===== src/rtl/xadac_if.sv =====
// Shared xadac types and the decode/execute handshake interface between the
// vector register-file stage (mst) and an execution unit (slv).
package xadac_pkg;

  localparam int unsigned VecDataW = 64;
  localparam int unsigned IdW      = 4;
  localparam int unsigned NumVs    = 3;

  typedef struct packed {
    logic [IdW-1:0] id;
    logic [31:0]    instr;
  } dec_req_t;

  typedef struct packed {
    logic [IdW-1:0]   id;
    logic             accept;
    logic             rd_clobber;
    logic             vd_clobber;
    logic [NumVs-1:0] vs_read;
  } dec_rsp_t;

  typedef struct packed {
    logic [IdW-1:0]                   id;
    logic [31:0]                      instr;
    logic [NumVs-1:0][VecDataW-1:0]   vs_data;
  } exe_req_t;

  typedef struct packed {
    logic [IdW-1:0]      id;
    logic [4:0]          vd_addr;
    logic [VecDataW-1:0] vd_data;
    logic                vd_write;
  } exe_rsp_t;

endpackage

interface xadac_if;
  import xadac_pkg::*;

  logic     dec_req_valid;
  logic     dec_req_ready;
  dec_req_t dec_req;
  logic     dec_rsp_valid;
  logic     dec_rsp_ready;
  dec_rsp_t dec_rsp;
  logic     exe_req_valid;
  logic     exe_req_ready;
  exe_req_t exe_req;
  logic     exe_rsp_valid;
  logic     exe_rsp_ready;
  exe_rsp_t exe_rsp;

  modport slv (
    input  dec_req_valid, dec_req, dec_rsp_ready, exe_req_valid, exe_req, exe_rsp_ready,
    output dec_req_ready, dec_rsp_valid, dec_rsp, exe_req_ready, exe_rsp_valid, exe_rsp
  );

  modport mst (
    output dec_req_valid, dec_req, dec_rsp_ready, exe_req_valid, exe_req, exe_rsp_ready,
    input  dec_req_ready, dec_rsp_valid, dec_rsp, exe_req_ready, exe_rsp_valid, exe_rsp
  );

endinterface


===== src/rtl/xadac_vaddu.sv =====
// Lane-wise vector add/subtract unit: registered decode slot plus a fixed-latency
// execute pipeline feeding an in-order response FIFO under credit flow control.
module xadac_vaddu #(
  parameter int unsigned ElemWidth = 8,
  parameter int unsigned Latency   = 2,
  parameter int unsigned RspDepth  = 4
) (
  input logic  clk,
  input logic  rstn,
  xadac_if.slv slv
);
  import xadac_pkg::*;

  localparam int unsigned Lanes = VecDataW / ElemWidth;
  localparam int unsigned PtrW  = (RspDepth > 1) ? $clog2(RspDepth) : 1;
  localparam int unsigned CntW  = $clog2(RspDepth + 1);
  localparam int unsigned InfW  = $clog2(RspDepth + Latency + 1);
  localparam logic [6:0]  OpCustom0 = 7'b0001011;

  // ---------------------------------------------------------------------------
  // Decode
  // ---------------------------------------------------------------------------
  dec_rsp_t   dec_rsp_q, dec_rsp_d, dec_rsp_new;
  logic       dec_rsp_valid_q, dec_rsp_valid_d;
  logic       dec_req_ready, dec_fire;
  logic [2:0] dec_funct3;

  assign dec_req_ready     = !dec_rsp_valid_q || slv.dec_rsp_ready;
  assign dec_fire          = slv.dec_req_valid && dec_req_ready;
  assign dec_funct3        = slv.dec_req.instr[14:12];
  assign slv.dec_req_ready = dec_req_ready;
  assign slv.dec_rsp_valid = dec_rsp_valid_q;
  assign slv.dec_rsp       = dec_rsp_q;

  always_comb begin
    dec_rsp_new    = '0;
    dec_rsp_new.id = slv.dec_req.id;
    if (slv.dec_req.instr[6:0] == OpCustom0 &&
        (dec_funct3 == 3'b000 || dec_funct3 == 3'b001)) begin
      dec_rsp_new.accept     = 1'b1;
      dec_rsp_new.vd_clobber = 1'b1;
      dec_rsp_new.vs_read[0] = 1'b1;
      dec_rsp_new.vs_read[1] = 1'b1;
    end
  end

  always_comb begin
    dec_rsp_d       = dec_rsp_q;
    dec_rsp_valid_d = dec_rsp_valid_q;
    if (dec_fire) begin
      dec_rsp_d       = dec_rsp_new;
      dec_rsp_valid_d = 1'b1;
    end else if (slv.dec_rsp_ready) begin
      dec_rsp_valid_d = 1'b0;
    end
  end

  // ---------------------------------------------------------------------------
  // Execute datapath
  // ---------------------------------------------------------------------------
  logic [VecDataW-1:0] vs_a, vs_b, sum_vec, diff_vec;
  logic [2:0]          exe_funct3;
  exe_rsp_t            exe_new;
  logic                exe_req_ready, exe_fire;

  assign vs_a       = slv.exe_req.vs_data[0];
  assign vs_b       = slv.exe_req.vs_data[1];
  assign exe_funct3 = slv.exe_req.instr[14:12];
  assign exe_fire   = slv.exe_req_valid && exe_req_ready;

  // Per-lane arithmetic keeps carries/borrows from crossing lane boundaries.
  always_comb begin
    sum_vec  = '0;
    diff_vec = '0;
    for (int unsigned i = 0; i < Lanes; i++) begin
      sum_vec[i*ElemWidth +: ElemWidth]  = vs_a[i*ElemWidth +: ElemWidth] +
                                           vs_b[i*ElemWidth +: ElemWidth];
      diff_vec[i*ElemWidth +: ElemWidth] = vs_a[i*ElemWidth +: ElemWidth] -
                                           vs_b[i*ElemWidth +: ElemWidth];
    end
  end

  always_comb begin
    exe_new         = '0;
    exe_new.id      = slv.exe_req.id;
    exe_new.vd_addr = slv.exe_req.instr[11:7];
    case (exe_funct3)
      3'b000: begin
        exe_new.vd_write = 1'b1;
        exe_new.vd_data  = sum_vec;
      end
      3'b001: begin
        exe_new.vd_write = 1'b1;
        exe_new.vd_data  = diff_vec;
      end
      default: ;
    endcase
  end

  // ---------------------------------------------------------------------------
  // Fixed-latency pipeline (never stalls)
  // ---------------------------------------------------------------------------
  logic     pipe_valid_q [Latency];
  logic     pipe_valid_d [Latency];
  exe_rsp_t pipe_q       [Latency];
  exe_rsp_t pipe_d       [Latency];

  always_comb begin
    pipe_valid_d[0] = exe_fire;
    pipe_d[0]       = exe_new;
    for (int unsigned s = 1; s < Latency; s++) begin
      pipe_valid_d[s] = pipe_valid_q[s-1];
      pipe_d[s]       = pipe_q[s-1];
    end
  end

  // ---------------------------------------------------------------------------
  // Response FIFO and credit accounting
  // ---------------------------------------------------------------------------
  exe_rsp_t        fifo_q [RspDepth];
  exe_rsp_t        fifo_d [RspDepth];
  logic [PtrW-1:0] wptr_q, wptr_d, rptr_q, rptr_d;
  logic [CntW-1:0] cnt_q, cnt_d;
  logic [InfW-1:0] inflight;
  logic            push, pop, rsp_valid;

  function automatic logic [PtrW-1:0] ptr_inc(logic [PtrW-1:0] p);
    return (p == PtrW'(RspDepth - 1)) ? '0 : p + PtrW'(1);
  endfunction

  assign push      = pipe_valid_q[Latency-1];
  assign rsp_valid = (cnt_q != '0);
  assign pop       = rsp_valid && slv.exe_rsp_ready;

  always_comb begin
    fifo_d = fifo_q;
    wptr_d = wptr_q;
    rptr_d = rptr_q;
    cnt_d  = cnt_q;
    if (push) begin
      fifo_d[wptr_q] = pipe_q[Latency-1];
      wptr_d         = ptr_inc(wptr_q);
      cnt_d          = cnt_d + CntW'(1);
    end
    if (pop) begin
      rptr_d = ptr_inc(rptr_q);
      cnt_d  = cnt_d - CntW'(1);
    end
  end

  always_comb begin
    inflight = InfW'(cnt_q);
    for (int unsigned s = 0; s < Latency; s++) begin
      inflight = inflight + InfW'(pipe_valid_q[s]);
    end
  end

  // Admitting only against a guaranteed FIFO slot lets the pipeline run unstalled.
  assign exe_req_ready     = (inflight < InfW'(RspDepth)) ||
                             ((inflight == InfW'(RspDepth)) && pop);
  assign slv.exe_req_ready = exe_req_ready;
  assign slv.exe_rsp_valid = rsp_valid;
  assign slv.exe_rsp       = fifo_q[rptr_q];

  // ---------------------------------------------------------------------------
  // State
  // ---------------------------------------------------------------------------
  always_ff @(posedge clk or negedge rstn) begin
    if (!rstn) begin
      dec_rsp_q       <= '0;
      dec_rsp_valid_q <= 1'b0;
      for (int unsigned s = 0; s < Latency; s++) begin
        pipe_valid_q[s] <= 1'b0;
        pipe_q[s]       <= '0;
      end
      for (int unsigned e = 0; e < RspDepth; e++) begin
        fifo_q[e] <= '0;
      end
      wptr_q <= '0;
      rptr_q <= '0;
      cnt_q  <= '0;
    end else begin
      dec_rsp_q       <= dec_rsp_d;
      dec_rsp_valid_q <= dec_rsp_valid_d;
      pipe_valid_q    <= pipe_valid_d;
      pipe_q          <= pipe_d;
      fifo_q          <= fifo_d;
      wptr_q          <= wptr_d;
      rptr_q          <= rptr_d;
      cnt_q           <= cnt_d;
    end
  end

  logic unused_bits;
  assign unused_bits = ^{slv.dec_req.instr[31:15], slv.dec_req.instr[11:7],
                         slv.exe_req.instr[31:15], slv.exe_req.instr[6:0],
                         slv.exe_req.vs_data[NumVs-1:2]};

endmodule

===== src/flat_wrapper.sv =====
// flat-port wrapper written by rule: the top's interface ports become plain ports
module xadac_vaddu_flat import xadac_pkg::*;
#(
  parameter int unsigned ElemWidth = 8,
  parameter int unsigned Latency   = 2,
  parameter int unsigned RspDepth  = 4
)
  (clk, rstn, slv_dec_req_valid, slv_dec_req, slv_dec_rsp_ready, slv_exe_req_valid, slv_exe_req, slv_exe_rsp_ready, slv_dec_req_ready, slv_dec_rsp_valid, slv_dec_rsp, slv_exe_req_ready, slv_exe_rsp_valid, slv_exe_rsp);
  xadac_if slv_i ();
  input logic clk;
  input logic rstn;
  input wire logic [$bits(slv_i.dec_req_valid)-1:0] slv_dec_req_valid;
  input wire logic [$bits(slv_i.dec_req)-1:0] slv_dec_req;
  input wire logic [$bits(slv_i.dec_rsp_ready)-1:0] slv_dec_rsp_ready;
  input wire logic [$bits(slv_i.exe_req_valid)-1:0] slv_exe_req_valid;
  input wire logic [$bits(slv_i.exe_req)-1:0] slv_exe_req;
  input wire logic [$bits(slv_i.exe_rsp_ready)-1:0] slv_exe_rsp_ready;
  output wire logic [$bits(slv_i.dec_req_ready)-1:0] slv_dec_req_ready;
  output wire logic [$bits(slv_i.dec_rsp_valid)-1:0] slv_dec_rsp_valid;
  output wire logic [$bits(slv_i.dec_rsp)-1:0] slv_dec_rsp;
  output wire logic [$bits(slv_i.exe_req_ready)-1:0] slv_exe_req_ready;
  output wire logic [$bits(slv_i.exe_rsp_valid)-1:0] slv_exe_rsp_valid;
  output wire logic [$bits(slv_i.exe_rsp)-1:0] slv_exe_rsp;
  assign slv_i.dec_req_valid = slv_dec_req_valid;
  assign slv_i.dec_req = slv_dec_req;
  assign slv_i.dec_rsp_ready = slv_dec_rsp_ready;
  assign slv_i.exe_req_valid = slv_exe_req_valid;
  assign slv_i.exe_req = slv_exe_req;
  assign slv_i.exe_rsp_ready = slv_exe_rsp_ready;
  assign slv_dec_req_ready = slv_i.dec_req_ready;
  assign slv_dec_rsp_valid = slv_i.dec_rsp_valid;
  assign slv_dec_rsp = slv_i.dec_rsp;
  assign slv_exe_req_ready = slv_i.exe_req_ready;
  assign slv_exe_rsp_valid = slv_i.exe_rsp_valid;
  assign slv_exe_rsp = slv_i.exe_rsp;
  xadac_vaddu #(.ElemWidth(ElemWidth), .Latency(Latency), .RspDepth(RspDepth)) u_core (.clk(clk), .rstn(rstn), .slv(slv_i));
endmodule

===== config.mk =====
export PLATFORM = sky130hd
export DESIGN_NAME = xadac_vaddu_flat
export DESIGN_NICKNAME = d
export VERILOG_FILES = /design/src/rtl/xadac_if.sv /design/src/rtl/xadac_vaddu.sv /design/src/flat_wrapper.sv
export SDC_FILE = /design/constraint.sdc
export NUM_CORES = 1
export LEC_CHECK = 0
export ABC_CLOCK_PERIOD_IN_PS = 2100
export CAP_MARGIN = 40
export CELL_PAD_IN_SITES_DETAIL_PLACEMENT = 0
export CELL_PAD_IN_SITES_GLOBAL_PLACEMENT = 1
export CORE_MARGIN = 2
export CORE_UTILIZATION = 40
export CTS_CLUSTER_DIAMETER = 80
export DETAILED_ROUTE_END_ITERATION = 6
export GPL_TIMING_DRIVEN = 0
export PLACE_DENSITY = 0.85
export SETUP_SLACK_MARGIN = 0.2
export SLEW_MARGIN = 20
export SYNTH_ARGS = -nofsm -noshare
export SYNTH_HDL_FRONTEND = slang
export SYNTH_SLANG_ARGS = --single-unit

===== constraint.sdc =====
create_clock -name clk -period 2.1 [get_ports clk]
set_clock_uncertainty 0.1 [all_clocks]
set_input_delay 0.525 -clock clk [delete_from_list [all_inputs] [get_ports clk]]
set_output_delay 0.525 -clock clk [all_outputs]
set_load 0.03 [all_outputs]

**Yosys cells after proc, flatten, opt, wreduce, memory -nomap -nowiden**

Cells that the tools add are included.

- Logic and storage cells: 96
- Register bits after elaboration: 461
- Bits of input ports: 270

- Reductions and logical operators: 14
- Magnitude comparators: 4
- Bitwise logic cells: 2
- Add/sub/neg operators: 22
- Eq/ne operators: 6
- Mux-type cells: 15

Operators with widths:

| cell | number |
|---|---|
| $bwmux W296 | 1 |
| $mux W74 | 3 |
| $bmux W74 S2 | 1 |
| $demux W74 S2 | 1 |
| $pmux W65 S2 | 1 |
| $add A8 B8 Y8 | 8 |
| $sub A8 B8 Y8 | 8 |
| $eq A7 B4 Y1 const B | 1 |
| $add A3 B1 Y3 | 2 |
| $eq A3 B1 Y1 const B | 2 |
| $ge A3 B3 Y1 const B | 2 |
| $logic_and A1 B1 Y1 | 6 |
| $logic_not A3 Y1 | 2 |
| $mux W2 | 3 |
| $mux W3 | 2 |
| $not A2 Y3 | 2 |
| $add A2 B1 Y2 const B | 2 |
| $eq A2 B2 Y1 const B | 2 |
| $add A3 B1 Y3 const B | 1 |
| $eq A3 B3 Y1 const B | 1 |
| $logic_or A1 B1 Y1 | 3 |
| $lt A3 B1 Y1 const B | 1 |
| $lt A3 B3 Y1 const B | 1 |
| $mux W1 | 3 |
| 4 further kinds | 4 |

**Longest topological paths before layout**

- Depth in word-level cells: 6
- Gate-level depth with buffers: 14
- Mapped depth without buffers: 12

**Least setup slack after synthesis**

No wires, ideal clock.

- Path kind: input to register
- Start: input port slv_exe_req[206]
- End: register u_core.pipe_q, in the netlist u_core.pipe_d[8]
- Library setup time: 0.077 ns
- Buffers on the path: 2
- Stages: 14
- Data arrival time: 2.599 ns
- Slack: -0.676 ns
- Path through: or2_1 buf_4 inv_2 nand2_1 buf_2 nor2_1 a21o_1 inv_1 ha_1 nor2b_1 o31ai_1 a21oi_1 or3_1 a21oi_1

RTL lines:

| what | line | source |
|---|---|---|
| start: declaration | flat_wrapper.sv:16 | `input wire logic [$bits(slv_i.exe_req)-1:0] slv_exe_req;` |
| end signal: assignment | xadac_vaddu.sv:186 | `pipe_q <= pipe_d;` |
| end: declaration | xadac_vaddu.sv:105 | `exe_rsp_t pipe_q [Latency];` |

**Worst setup path after layout**

- Start: register u_core.rptr_q[0]
- End: output port slv_exe_rsp[6]

- Longest elaborated chain between the ends: 4

RTL lines:

| what | line | source |
|---|---|---|
| start: declaration | xadac_vaddu.sv:122 | `logic [PtrW-1:0] wptr_q, wptr_d, rptr_q, rptr_d;` |
| start signal: assignment | xadac_vaddu.sv:189 | `rptr_q <= rptr_d;` |
| $not A2 Y3 (implied by the code) | xadac_vaddu.sv:163 | `assign slv.exe_rsp = fifo_q[rptr_q];` |
| $bmux W74 S2 | xadac_vaddu.sv:163 |  |
| $mux W74 (implied by the code) (2 in series) | xadac_vaddu.sv:163 |  |
| end: declaration | flat_wrapper.sv:23 | `output wire logic [$bits(slv_i.exe_rsp)-1:0] slv_exe_rsp;` |

Every way passes these cells. The select of a mux whose other input is x is not followed.

==> out/metrics.cfg <==
[logic_synthesis]
synthArstFlopShare_pct=100
synth_mux_area_share_pct=24.4
netlist_instances=1513
synth_compound_area_share_pct=4.58
avgSynthCellArea_um2=13.9
synth_top_family_by_area=multiplexers
yosys_warnings=0
synthAdderAreaFrac_pct=5.24
synth_edf_count=0
synth-simple-area-share_pct=5.82
synth-seq-cells=459
ys_seq_area_share_pct=54.4
synth_ff_type=dfrtp_1
ys_types=46
synth_area_um2=21100
synth_xor_area_share_pct=2.57

[sta]
tns_ns=-59.43
slew_violations=0
final_hold_viol_count=0
worst_slack_ns=-0.687
slew_headroom_pct=62.4
tightest_slew_ns=0.564
fin_crit_sh_pct=133
finalCriticalPeriod_ns=2.79
rsz0062_at_grt=true
setup_viol_count_final=121
max_freq_mhz=359

[critical_path]
ff2ff_path_depth=6
start_kind=flop
r2r-end=u_core.fifo_q[50]
crit_start=u_core.rptr_q[0]
max_stage_delay_ns=0.52
crit_fanout=6
critPathKind=reg -> out
crit_arrival_ns=2.16
r2r_slack_ns=0.25
crit_top_cell=buf_12
critPathSlowestCell=mux4_2
path_cells=buf_8 > buf_4 > buf_12 > buf_12 > mux4_2 > buf_6
reg2reg_from=u_core.push
endpoint=slv_exe_rsp[6]
critPathRequiredTime_ns=1.47
end_kind=output pin

[status]
outcome=finished, violations left
violations=setup timing

[power_and_ir_drop]
cellLeakagePower_nw=13.5
irDropWorstVdd_v=0.000610
p_int_w=0.0255
power.share.combinational_pct=43.0
swShare_pct=32.7
pwr-share-clk_pct=22.8
p_seq_share_pct=34.1
total_power_w=0.0379
powerDensity_nw_per_um2=1310
p_sw_w=0.0124

[drt]
vias=13900
remaining_drc_errors=0
routed_wl_um=56300
wl_per_cell_um=21.2
firstDrtPassIters=5
vias_per_cell=5.24
ant_nets=0
drtIter0Drc=835

[placed_design]
port_buffers=243
place_hpwl_um=36800
routabilityCongestion=0.811
place_area_um2=24800

[clocking]
cts_buffers=47
clock_sinks=459
insertion_delay_ns=0.57
clockBufferDepth=3
cts_tree=done
htreeDepth=2
path_clk_slew_ns=0.06
clock-root-buffer=clkbuf_16

[cells_and_area]
mostFrequentLayoutCells=dfrtp_1 (457), mux2_2 (301), buf_6 (150)
syn_to_final_growth_pct=36.9
post-route-util_pct=55.2
layout_commonest_cell=dfrtp_1
drive_above_1_share_pct=46.3
final_cell_area_um2=28900
final_nets=2284

[grt]
first_global_vias=14600
grt-ovfl-total=0
grt_max_degree=106
grt_usage_pct=20.3
antenna_found_initial=6
grt_pass1_wl_um=83500

[hold_path]
hold_path_depth=0
min_path_type=reg -> reg

[die]
pin_count=358
start_util_pct=40.3
core_region_area_um2=52300
die-width_um=234
die_y_um=234
design.die.area_um2=54600
rows=84

[job]
drv_cap=0

## cell type report
type | count | area, um^2
Clock buffer | 65 | 1350
Antenna cell | 3 | 7.51
Clock inverter | 18 | 254
Multi-Input combinational cell | 922 | 9910
Timing Repair Buffer | 368 | 3960
Tap cell | 688 | 861
Inverter | 62 | 248
Sequential cell | 459 | 11500
Fill cell | 4193 | 23500
Buffer | 71 | 790
## what timing repair did
action	CTS	global route
pin swaps	69	53
hold buffers	1	0
endpoints found under the setup margin	391	307
cloned	5	4
gates resized for setup	768	200
buffers inserted	76	34
hold endpoints to repair	89	0
## synth_stat cells, types with 2 or more instances
cell / number / area [um^2]
nor3_1: 48 / 240
nand2b_1: 11 / 68.8
nor2b_1: 30 / 188
or3_1: 7 / 43.8
and3_1: 4 / 25.0
inv_1: 61 / 229
and4_1: 2 / 17.5
a31oi_1: 8 / 50.1
buf_4: 12 / 90.1
a211oi_1: 2 / 15.0
nor4_1: 5 / 31.3
buf_1: 5 / 18.8
mux4_2: 74 / 1670
or4_1: 2 / 15.0
nor2_1: 75 / 282
fa_1: 9 / 180
xor2_1: 15 / 131
o21ai_0: 40 / 200
xnor2_1: 47 / 412
nand2_1: 31 / 116
buf_2: 48 / 240
mux2i_1: 10 / 100
a221oi_1: 6 / 52.6
a21boi_0: 11 / 82.6
o22ai_1: 2 / 12.5
mux2_2: 301 / 3390
a21oi_1: 31 / 155
nor3b_1: 7 / 52.6
ha_1: 74 / 926
a311oi_1: 2 / 17.5
clkbuf_1: 5 / 18.8
nor4b_1: 12 / 105
a21o_1: 9 / 67.6
o31ai_1: 6 / 45.0
o41ai_1: 8 / 70.1
o31a_1: 2 / 17.5
o21a_1: 24 / 180
dfrtp_1: 459 / 11500
## per-layer routing
metal / vias up / track usage, % / share of wire [%]
met1: 7206 / 26.6 / 41
li1: 6285 / - / -
met5: - / 0 / 0.069
met2: 309 / 33.6 / 50
met3: 104 / 4.06 / 5.3
met4: 6 / 6.86 / 2.9
## per-stage QoR
| stage | hold slack (ns) | setup WS, ns | cells |
|---|---|---|---|
| 2_1_floorplan | 0.129 | -0.569 | 1514 |
| 3_3_place_gp | 0.232 | -18.73 | 2445 |
| 3_5_place_dp | 0.236 | -1.71 | 2450 |
| 4_1_cts | 0.244 | -0.794 | 2615 |
| 5_1_grt | 0.252 | -0.761 | 2655 |
| 6_report | 0.245 | -0.687 | 2656 |
## sequential cells by signal (all words and copies together) (netlist names), 2 cells and up
| signal | flops |
|---|---|
| u_core.fifo_q | 296 |
| u_core.pipe_q | 74 |
| u_core.rptr_q | 2 |
| u_core.slv.dec_rsp | 5 |
| u_core.pipe_d | 74 |
| u_core.cnt_q | 3 |
| u_core.wptr_q | 2 |
## kinds of logic (layout without fill, tap and decap cells)
logic type                 after synthesis  in the layout
AOI/OAI and AO/OA                      151            151
xor gates and xnor gates                62             62
adders and majority gates               83             83
buffers and inverters                  133            584
DFF                                    459            459
muxes                                  385            385
other                                    1              5
and+or+nand+nor                        239            239
## how the worst min path moves through the flow
| stage | end | from |
|---|---|---|
| 3_5_place_dp | u_core.pipe_q[56] | u_core.pipe_d[56] |
| 6_report | u_core.pipe_q[57] | u_core.pipe_d[57] |
| 5_1_grt | u_core.pipe_q[52] | u_core.pipe_d[52] |
| 3_3_place_gp | u_core.pipe_q[56] | u_core.pipe_d[56] |
| 4_1_cts | u_core.pipe_q[28] | u_core.pipe_d[28] |
| 2_1_floorplan | u_core.cnt_q[0] | rstn |
## power by group through the flow
stage          Clock (W)  Combinational (W)  Sequential (W)
2_1_floorplan          0            0.00954          0.0125
3_3_place_gp           0             0.0137          0.0129
3_5_place_dp           0             0.0140          0.0130
4_1_cts          0.00886             0.0152          0.0129
5_1_grt          0.00922             0.0172          0.0133
6_report         0.00866             0.0163          0.0129
## worst max-delay path, delay by kind of cell (launching register included)
family                 cells  cell delay [ns]
DFF                        1             0.39
buffers and inverters      5             0.68
muxes                      1             0.52
Note: power is estimated with default switching activity, not from simulation.
